### src/rtl/mmio_uart_tx.sv
//==============================================================================
// Module   : mmio_uart_tx
// Purpose  : Memory-mapped serial transmitter. It sits on the CPU data bus
//            next to DataMemory and decodes a 16-byte register window. Bytes
//            written to TXDATA are queued in a FIFO and sent out as 8N1
//            frames (8E1 when the parity option is built in).
//
// Ports    : InputClk   - clock (the same inverted CPU clock that DataMemory gets)
//            rst        - synchronous, active-high reset
//            MemReadEn  - bus read strobe (ControlBus[1])
//            MemWriteEn - bus write strobe (ControlBus[2])
//            AddressBus - 32-bit byte address
//            DataIn     - 32-bit write data
//            DataOut    - 32-bit read data; 0 unless Hit and MemReadEn
//            Hit        - combinational window decode, qualified by a strobe
//            TxOut      - serial line, idles high
//            TxBusy     - high while a frame is being shifted
//
// Registers: 0x0 TXDATA (W)   push DataIn[7:0]; reads return 0
//            0x4 STATUS (R)   {count[15:8], ovf[3], busy[2], empty[1], full[0]}
//            0x8 DIV    (R/W) clocks per bit; a value of 0 runs as 1
//            0xC CTRL   (R/W) bit0 enable, bit1 flush (W1), bit2 clear ovf (W1)
//
// Options  : MMIO_UART_PARITY_EN - when defined, an even-parity bit is sent
//            between the last data bit and the stop bit.
//
// Revision : 1.0 - initial release
//==============================================================================
`timescale 1ns/1ps
`default_nettype none

module mmio_uart_tx #(
   parameter logic [31:0] BASE_ADDR   = 32'hFFFF_FF00,
   parameter int          FIFO_DEPTH  = 8,
   parameter int          DIV_WIDTH   = 16,
   parameter int          DEFAULT_DIV = 16
) (
   input  logic        InputClk,
   input  logic        rst,
   input  logic        MemReadEn,
   input  logic        MemWriteEn,
   input  logic [31:0] AddressBus,
   input  logic [31:0] DataIn,
   output logic [31:0] DataOut,
   output logic        Hit,
   output logic        TxOut,
   output logic        TxBusy
);

   //---------------------------------------------------------------------------
   // Derived widths and constants
   //---------------------------------------------------------------------------
   localparam int PTR_W = $clog2(FIFO_DEPTH);
   localparam int CNT_W = PTR_W + 1;

   localparam logic [PTR_W-1:0]     PTR_ONE  = PTR_W'(1);
   localparam logic [CNT_W-1:0]     CNT_ONE  = CNT_W'(1);
   localparam logic [CNT_W-1:0]     CNT_FULL = CNT_W'(FIFO_DEPTH);
   localparam logic [DIV_WIDTH-1:0] DIV_ONE  = DIV_WIDTH'(1);
   localparam logic [DIV_WIDTH-1:0] DIV_RST  = DIV_WIDTH'(DEFAULT_DIV);

   localparam logic [1:0] SEL_TXDATA = 2'd0;
   localparam logic [1:0] SEL_STATUS = 2'd1;
   localparam logic [1:0] SEL_DIV    = 2'd2;
   localparam logic [1:0] SEL_CTRL   = 2'd3;

   localparam logic [2:0] ST_IDLE   = 3'd0;
   localparam logic [2:0] ST_START  = 3'd1;
   localparam logic [2:0] ST_DATA   = 3'd2;
   localparam logic [2:0] ST_STOP   = 3'd3;
`ifdef MMIO_UART_PARITY_EN
   localparam logic [2:0] ST_PARITY = 3'd4;
`endif

   //---------------------------------------------------------------------------
   // State
   //---------------------------------------------------------------------------
   logic [7:0]           fifo_mem [FIFO_DEPTH];
   logic [PTR_W-1:0]     wr_ptr;
   logic [PTR_W-1:0]     rd_ptr;
   logic [CNT_W-1:0]     count;

   logic [DIV_WIDTH-1:0] div;
   logic                 enable;
   logic                 overflow;

   logic [2:0]           state;
   logic [DIV_WIDTH-1:0] bit_cnt;
   logic [2:0]           bit_idx;
   logic [7:0]           shift;
   logic                 tx_out;
`ifdef MMIO_UART_PARITY_EN
   logic                 parity;
`endif

   //---------------------------------------------------------------------------
   // Bus decode
   //---------------------------------------------------------------------------
   logic       in_window;
   logic [1:0] sel;
   logic       wr_hit;
   logic       push_req;
   logic       div_we;
   logic       ctrl_we;
   logic       flush;
   logic       clear_ovf;

   assign in_window = (AddressBus[31:4] == BASE_ADDR[31:4]);
   assign Hit       = in_window && (MemReadEn || MemWriteEn);
   assign sel       = AddressBus[3:2];
   assign wr_hit    = Hit && MemWriteEn;

   assign push_req  = wr_hit && (sel == SEL_TXDATA);
   assign div_we    = wr_hit && (sel == SEL_DIV);
   assign ctrl_we   = wr_hit && (sel == SEL_CTRL);
   assign flush     = ctrl_we && DataIn[1];
   assign clear_ovf = ctrl_we && DataIn[2];

   // The low address bits and the upper write-data bits carry no meaning here.
   logic unused_bits;
   assign unused_bits = ^{AddressBus[1:0], DataIn};

   //---------------------------------------------------------------------------
   // FIFO status and handshake
   //---------------------------------------------------------------------------
   logic full;
   logic empty;
   logic push;
   logic pop;
   logic start_ok;
   logic bit_end;
   logic [7:0] fifo_head;

   assign full      = (count == CNT_FULL);
   assign empty     = (count == '0);
   assign fifo_head = fifo_mem[rd_ptr];

   // A push into a full FIFO is dropped even when a pop frees a slot on the
   // same edge, because full is taken from the registered count.
   assign push      = push_req && !full;

   // A flush on this edge suppresses any new frame so the queue ends empty.
   assign start_ok  = enable && !empty && !flush;
   assign bit_end   = (bit_cnt == '0);
   assign pop       = start_ok &&
                      ((state == ST_IDLE) || ((state == ST_STOP) && bit_end));

   always_ff @(posedge InputClk) begin
      if (rst) begin
         wr_ptr <= '0;
         rd_ptr <= '0;
         count  <= '0;
      end else if (flush) begin
         wr_ptr <= '0;
         rd_ptr <= '0;
         count  <= '0;
      end else begin
         if (push) begin
            wr_ptr <= wr_ptr + PTR_ONE;
         end
         if (pop) begin
            rd_ptr <= rd_ptr + PTR_ONE;
         end
         if (push && !pop) begin
            count <= count + CNT_ONE;
         end else if (!push && pop) begin
            count <= count - CNT_ONE;
         end
      end
   end

   always_ff @(posedge InputClk) begin
      if (push) begin
         fifo_mem[wr_ptr] <= DataIn[7:0];
      end
   end

   //---------------------------------------------------------------------------
   // Configuration registers
   //---------------------------------------------------------------------------
   always_ff @(posedge InputClk) begin
      if (rst) begin
         div      <= DIV_RST;
         enable   <= 1'b1;
         overflow <= 1'b0;
      end else begin
         if (div_we) begin
            div <= DataIn[DIV_WIDTH-1:0];
         end
         if (ctrl_we) begin
            enable <= DataIn[0];
         end
         if (clear_ovf) begin
            overflow <= 1'b0;
         end
         if (push_req && full) begin
            overflow <= 1'b1;
         end
      end
   end

   //---------------------------------------------------------------------------
   // Transmit FSM
   //---------------------------------------------------------------------------
   // The bit counter is reloaded at every bit start with DIV-1, so a bit
   // lasts DIV clocks and a DIV write only affects bits that start later.
   // A stored DIV of 0 loads 0, which gives a one-clock bit.
   logic [DIV_WIDTH-1:0] bit_load;
   assign bit_load = (div == '0) ? '0 : (div - DIV_ONE);

   always_ff @(posedge InputClk) begin
      if (rst) begin
         state   <= ST_IDLE;
         tx_out  <= 1'b1;
         bit_cnt <= '0;
         bit_idx <= '0;
         shift   <= '0;
`ifdef MMIO_UART_PARITY_EN
         parity  <= 1'b0;
`endif
      end else begin
         case (state)
            ST_IDLE: begin
               if (pop) begin
                  state   <= ST_START;
                  tx_out  <= 1'b0;
                  shift   <= fifo_head;
                  bit_cnt <= bit_load;
`ifdef MMIO_UART_PARITY_EN
                  parity  <= ^fifo_head;
`endif
               end
            end

            ST_START: begin
               if (bit_end) begin
                  state   <= ST_DATA;
                  tx_out  <= shift[0];
                  shift   <= {1'b0, shift[7:1]};
                  bit_idx <= '0;
                  bit_cnt <= bit_load;
               end else begin
                  bit_cnt <= bit_cnt - DIV_ONE;
               end
            end

            ST_DATA: begin
               if (bit_end) begin
                  bit_cnt <= bit_load;
                  if (bit_idx == 3'd7) begin
`ifdef MMIO_UART_PARITY_EN
                     state  <= ST_PARITY;
                     tx_out <= parity;
`else
                     state  <= ST_STOP;
                     tx_out <= 1'b1;
`endif
                  end else begin
                     bit_idx <= bit_idx + 3'd1;
                     tx_out  <= shift[0];
                     shift   <= {1'b0, shift[7:1]};
                  end
               end else begin
                  bit_cnt <= bit_cnt - DIV_ONE;
               end
            end

`ifdef MMIO_UART_PARITY_EN
            ST_PARITY: begin
               if (bit_end) begin
                  state   <= ST_STOP;
                  tx_out  <= 1'b1;
                  bit_cnt <= bit_load;
               end else begin
                  bit_cnt <= bit_cnt - DIV_ONE;
               end
            end
`endif

            ST_STOP: begin
               if (bit_end) begin
                  // Chain straight into the next start bit when data waits.
                  if (pop) begin
                     state   <= ST_START;
                     tx_out  <= 1'b0;
                     shift   <= fifo_head;
                     bit_cnt <= bit_load;
`ifdef MMIO_UART_PARITY_EN
                     parity  <= ^fifo_head;
`endif
                  end else begin
                     state <= ST_IDLE;
                  end
               end else begin
                  bit_cnt <= bit_cnt - DIV_ONE;
               end
            end

            default: begin
               state  <= ST_IDLE;
               tx_out <= 1'b1;
            end
         endcase
      end
   end

   assign TxOut  = tx_out;
   assign TxBusy = (state != ST_IDLE);

   //---------------------------------------------------------------------------
   // Read mux
   //---------------------------------------------------------------------------
   logic [31:0] status_word;
   logic [31:0] div_word;
   logic [31:0] read_data;

   always_comb begin
      status_word            = '0;
      status_word[0]         = full;
      status_word[1]         = empty;
      status_word[2]         = TxBusy;
      status_word[3]         = overflow;
      status_word[8 +: CNT_W] = count;

      div_word                = '0;
      div_word[DIV_WIDTH-1:0] = div;

      read_data = '0;
      case (sel)
         SEL_TXDATA: read_data = '0;
         SEL_STATUS: read_data = status_word;
         SEL_DIV:    read_data = div_word;
         SEL_CTRL:   read_data = {31'b0, enable};
         default:    read_data = '0;
      endcase

      DataOut = (Hit && MemReadEn) ? read_data : '0;
   end

endmodule

`default_nettype wire

### config.mk
export PLATFORM = sky130hd
export DESIGN_NAME = mmio_uart_tx
export DESIGN_NICKNAME = d
export VERILOG_FILES = /design/src/rtl/mmio_uart_tx.sv
export SDC_FILE = /design/constraint.sdc
export NUM_CORES = 1
export LEC_CHECK = 0
export CORE_MARGIN = 5
export CORE_UTILIZATION = 46
export CTS_CLUSTER_DIAMETER = 120
export DETAILED_ROUTE_END_ITERATION = 12
export PLACE_DENSITY = 0.69
export SLEW_MARGIN = 20
export SYNTH_ARGS = -nofsm -noshare
export SYNTH_HDL_FRONTEND = slang
export SYNTH_SLANG_ARGS = --single-unit
### constraint.sdc
create_clock -name InputClk -period 6.55 [get_ports InputClk]
set_input_delay 0.9825 -clock InputClk [delete_from_list [all_inputs] [get_ports InputClk]]
set_output_delay 0.9825 -clock InputClk [all_outputs]
set_load 0.005 [all_outputs]
==> out/qor.csv <==
metric,value,unit
rows,44,
timing.final.crit_share,69.6,%
ys_seq_elements,125,
synth_top_cell_area_share,28.6,%
syn_area,6720,um^2
cts_hold_buf,0,
cts-root-buf,clkbuf_16,
drc,0,
max_freq,0.219,GHz
period_needed,4.56,ns
crit_path_end_kind,output port,
status,finished clean,
reg2regPathDepth,15,
synth_edf_count,64,
worst_slew_pin_slew,1.05,ns
synth.most_common_cell,nor2_1,
synth.largest_area_cell,edfxtp_1,
clkPwrFrac,52.9,%
drive_gt1_share,10.3,%
finalSetupViolations,0,
cp_max_fo,8,
fin_area,8090,um^2
antenna_found_initial,0,
post_cts_buffers,0,
worst_setup_path_start_kind,input port,
portBuffers,68,
p_total,1.87,mW
yosys_warnings,0,
dpl.hpwl,11900,um
postRouteAntennaNets,0,
rsz0062_at_grt,no,
cp.arrival,3.58,ns
drtIter0Drc,509,
p_comb_share,2.9,%
ys_top_cells_by_area,"edfxtp_1, dfxtp_1, mux2i_1, mux4_2, nor2_1",
placed_area,7470,um^2
cts.path.max_buffers,2,
initial_core_util,46.6,%
die_h,131,um
routed_via_density,5.94,
internal_power,1.47,mW
syn_avg_cell_area,10.4,um^2
critPathKind,input port to output port,
postSynthCellCount,646,
routed_wirelength,16900,um
n_antenna_cell,0,
hold_viol_final,0,
post_cts_resized,0,
tns,0,ns
power_frac_seq,44.1,%
synthTopCellsByCount,"nor2_1, edfxtp_1, dfxtp_1",
numCtsBuffers,17,
relSlewSlack,29.8,%
grt-ovfl-total,0,
drv_slew,0,
cts_tree,built,
wl_per_cell,18.8,um
die_w,131,um
cts.sinks,125,
switching_share,21.6,%
grt_max_degree,53,
grt_usage,20.5,%
power.leakage,2.93,nW
asyncSetResetFlopFracSynth,0,%
n_fill_cell,1214,
die_area,17100,um^2
ys.flop_type,edfxtp_1,
ir_worst_vdd,0.208,mV
gp_congestion,0.895,
clk_latency,0.42,ns
power.density,231,nW/um^2
min_delay_path_depth,2,
clkTransAtPathRegs,0.06,ns
synth_seq_area_share,46.8,%
coreArea,14400,um^2
p_sw,0.404,mW
grt_pass1_vias,5240,
grt_pass1_wl,27400,um
fin_nets,788,
critical_path_required,5.57,ns
drv_cap,0,
drt_pass1_iterations,5,
post-route-util,56.1,%
io_pins,103,
synthToLayoutAreaGrowth,20.3,%
finClkSkew,0.00878,ns
hold_path_class,register to register,
yosysUniqueCellTypes,71,
htreeDepth,4,
vias,5346,
cell usage in the layout (no fill, tap or decap), types with 13 or more instances in the layout:
master	count
a21oi_1	31
clkbuf_16	17
clkdlybuf4s50_1	67
conb_1	16
dfxtp_1	60
edfxtp_1	64
ha_1	16
inv_1	13
mux2i_1	38
mux4_2	16
nand2_1	38
nor2_1	79
nor3_1	18
o21ai_0	32
worst paths after layout:
kind,from,end,slack [ns]
hold reg to reg,bit_idx[2],bit_idx[2],0.46
setup reg to reg,bit_cnt[0],count[3],2.07
setup / recovery,AddressBus[4],DataOut[5],1.99
hold / removal,bit_idx[2],bit_idx[2],0.46
layout make-up:
| cell class | instances | area (um^2) | share of cell area, % |
|---|---|---|---|
| clock buffer | 17 | 425 | 5.26 |
| multi-input combinational | 468 | 3300 | 40.8 |
| inverter | 14 | 52.6 | 0.650 |
| sequential | 125 | 3140 | 38.9 |
| clock inverter | 15 | 198 | 2.44 |
| tap | 184 | 230 | 2.85 |
| timing repair buffer | 77 | 743 | 9.19 |
kinds of logic (layout without fill, tap and decap cells):
group,Yosys count,count (layout),share of synthesized area [%]
AOI/OAI and AO/OA,134,134,13.4
xor gates and xnor gates,21,21,2.74
adders and majority gates,17,17,3.28
buffers and inverters,68,123,5.04
DFF,125,125,46.8
muxes,55,55,11.2
other,1,16,0.0558
and+or+nand+nor,225,225,17.6
critical path, cell delays in order:
cell and delay (ns):
clkdlybuf4s50_1 0.41, nand4bb_1 0.19, nor4_1 0.63, and2_1 0.35, and3_1 0.33, and2_1 0.18
clkdlybuf4s50_1 0.51
stage by stage:
stage          hold WS, ns  worst slack (ns)  instances
2_1_floorplan        0.436              3.00        661
3_3_place_gp         0.444              1.87        868
3_5_place_dp         0.455              1.88        868
4_1_cts              0.463              2.04        900
5_1_grt              0.488              1.84        900
6_report             0.458              1.99        900
sequential cells by signal (all words and copies together) (netlist names), 2 cells and up, named ones only:
register	flops
rd_ptr	3
div	16
fifo_mem	64
bit_cnt	16
shift	8
state	2
count	4
wr_ptr	3
bit_idx	3
metal layers:
layer	vias to the layer above	global-route usage [%]	part of all wire (%)
li1	2496	-	-
met4	0	7.44	1.9
met3	35	2.93	6.0
met1	2606	27.4	43
met5	-	0	0
met2	209	34.3	49
power by group through the flow:
stage | sequential [mW] | clock (mW) | combinational, mW
final | 0.826 | 0.990 | 0.0549
after global routing | 0.825 | 1.04 | 0.0598
after CTS | 0.825 | 1.01 | 0.0547
after detailed placement | 0.842 | 0 | 0.0544
after global placement | 0.842 | 0 | 0.0532
after floorplan | 0.842 | 0 | 0.0219
No activity file was read; power rests on OpenSTA's default activity.
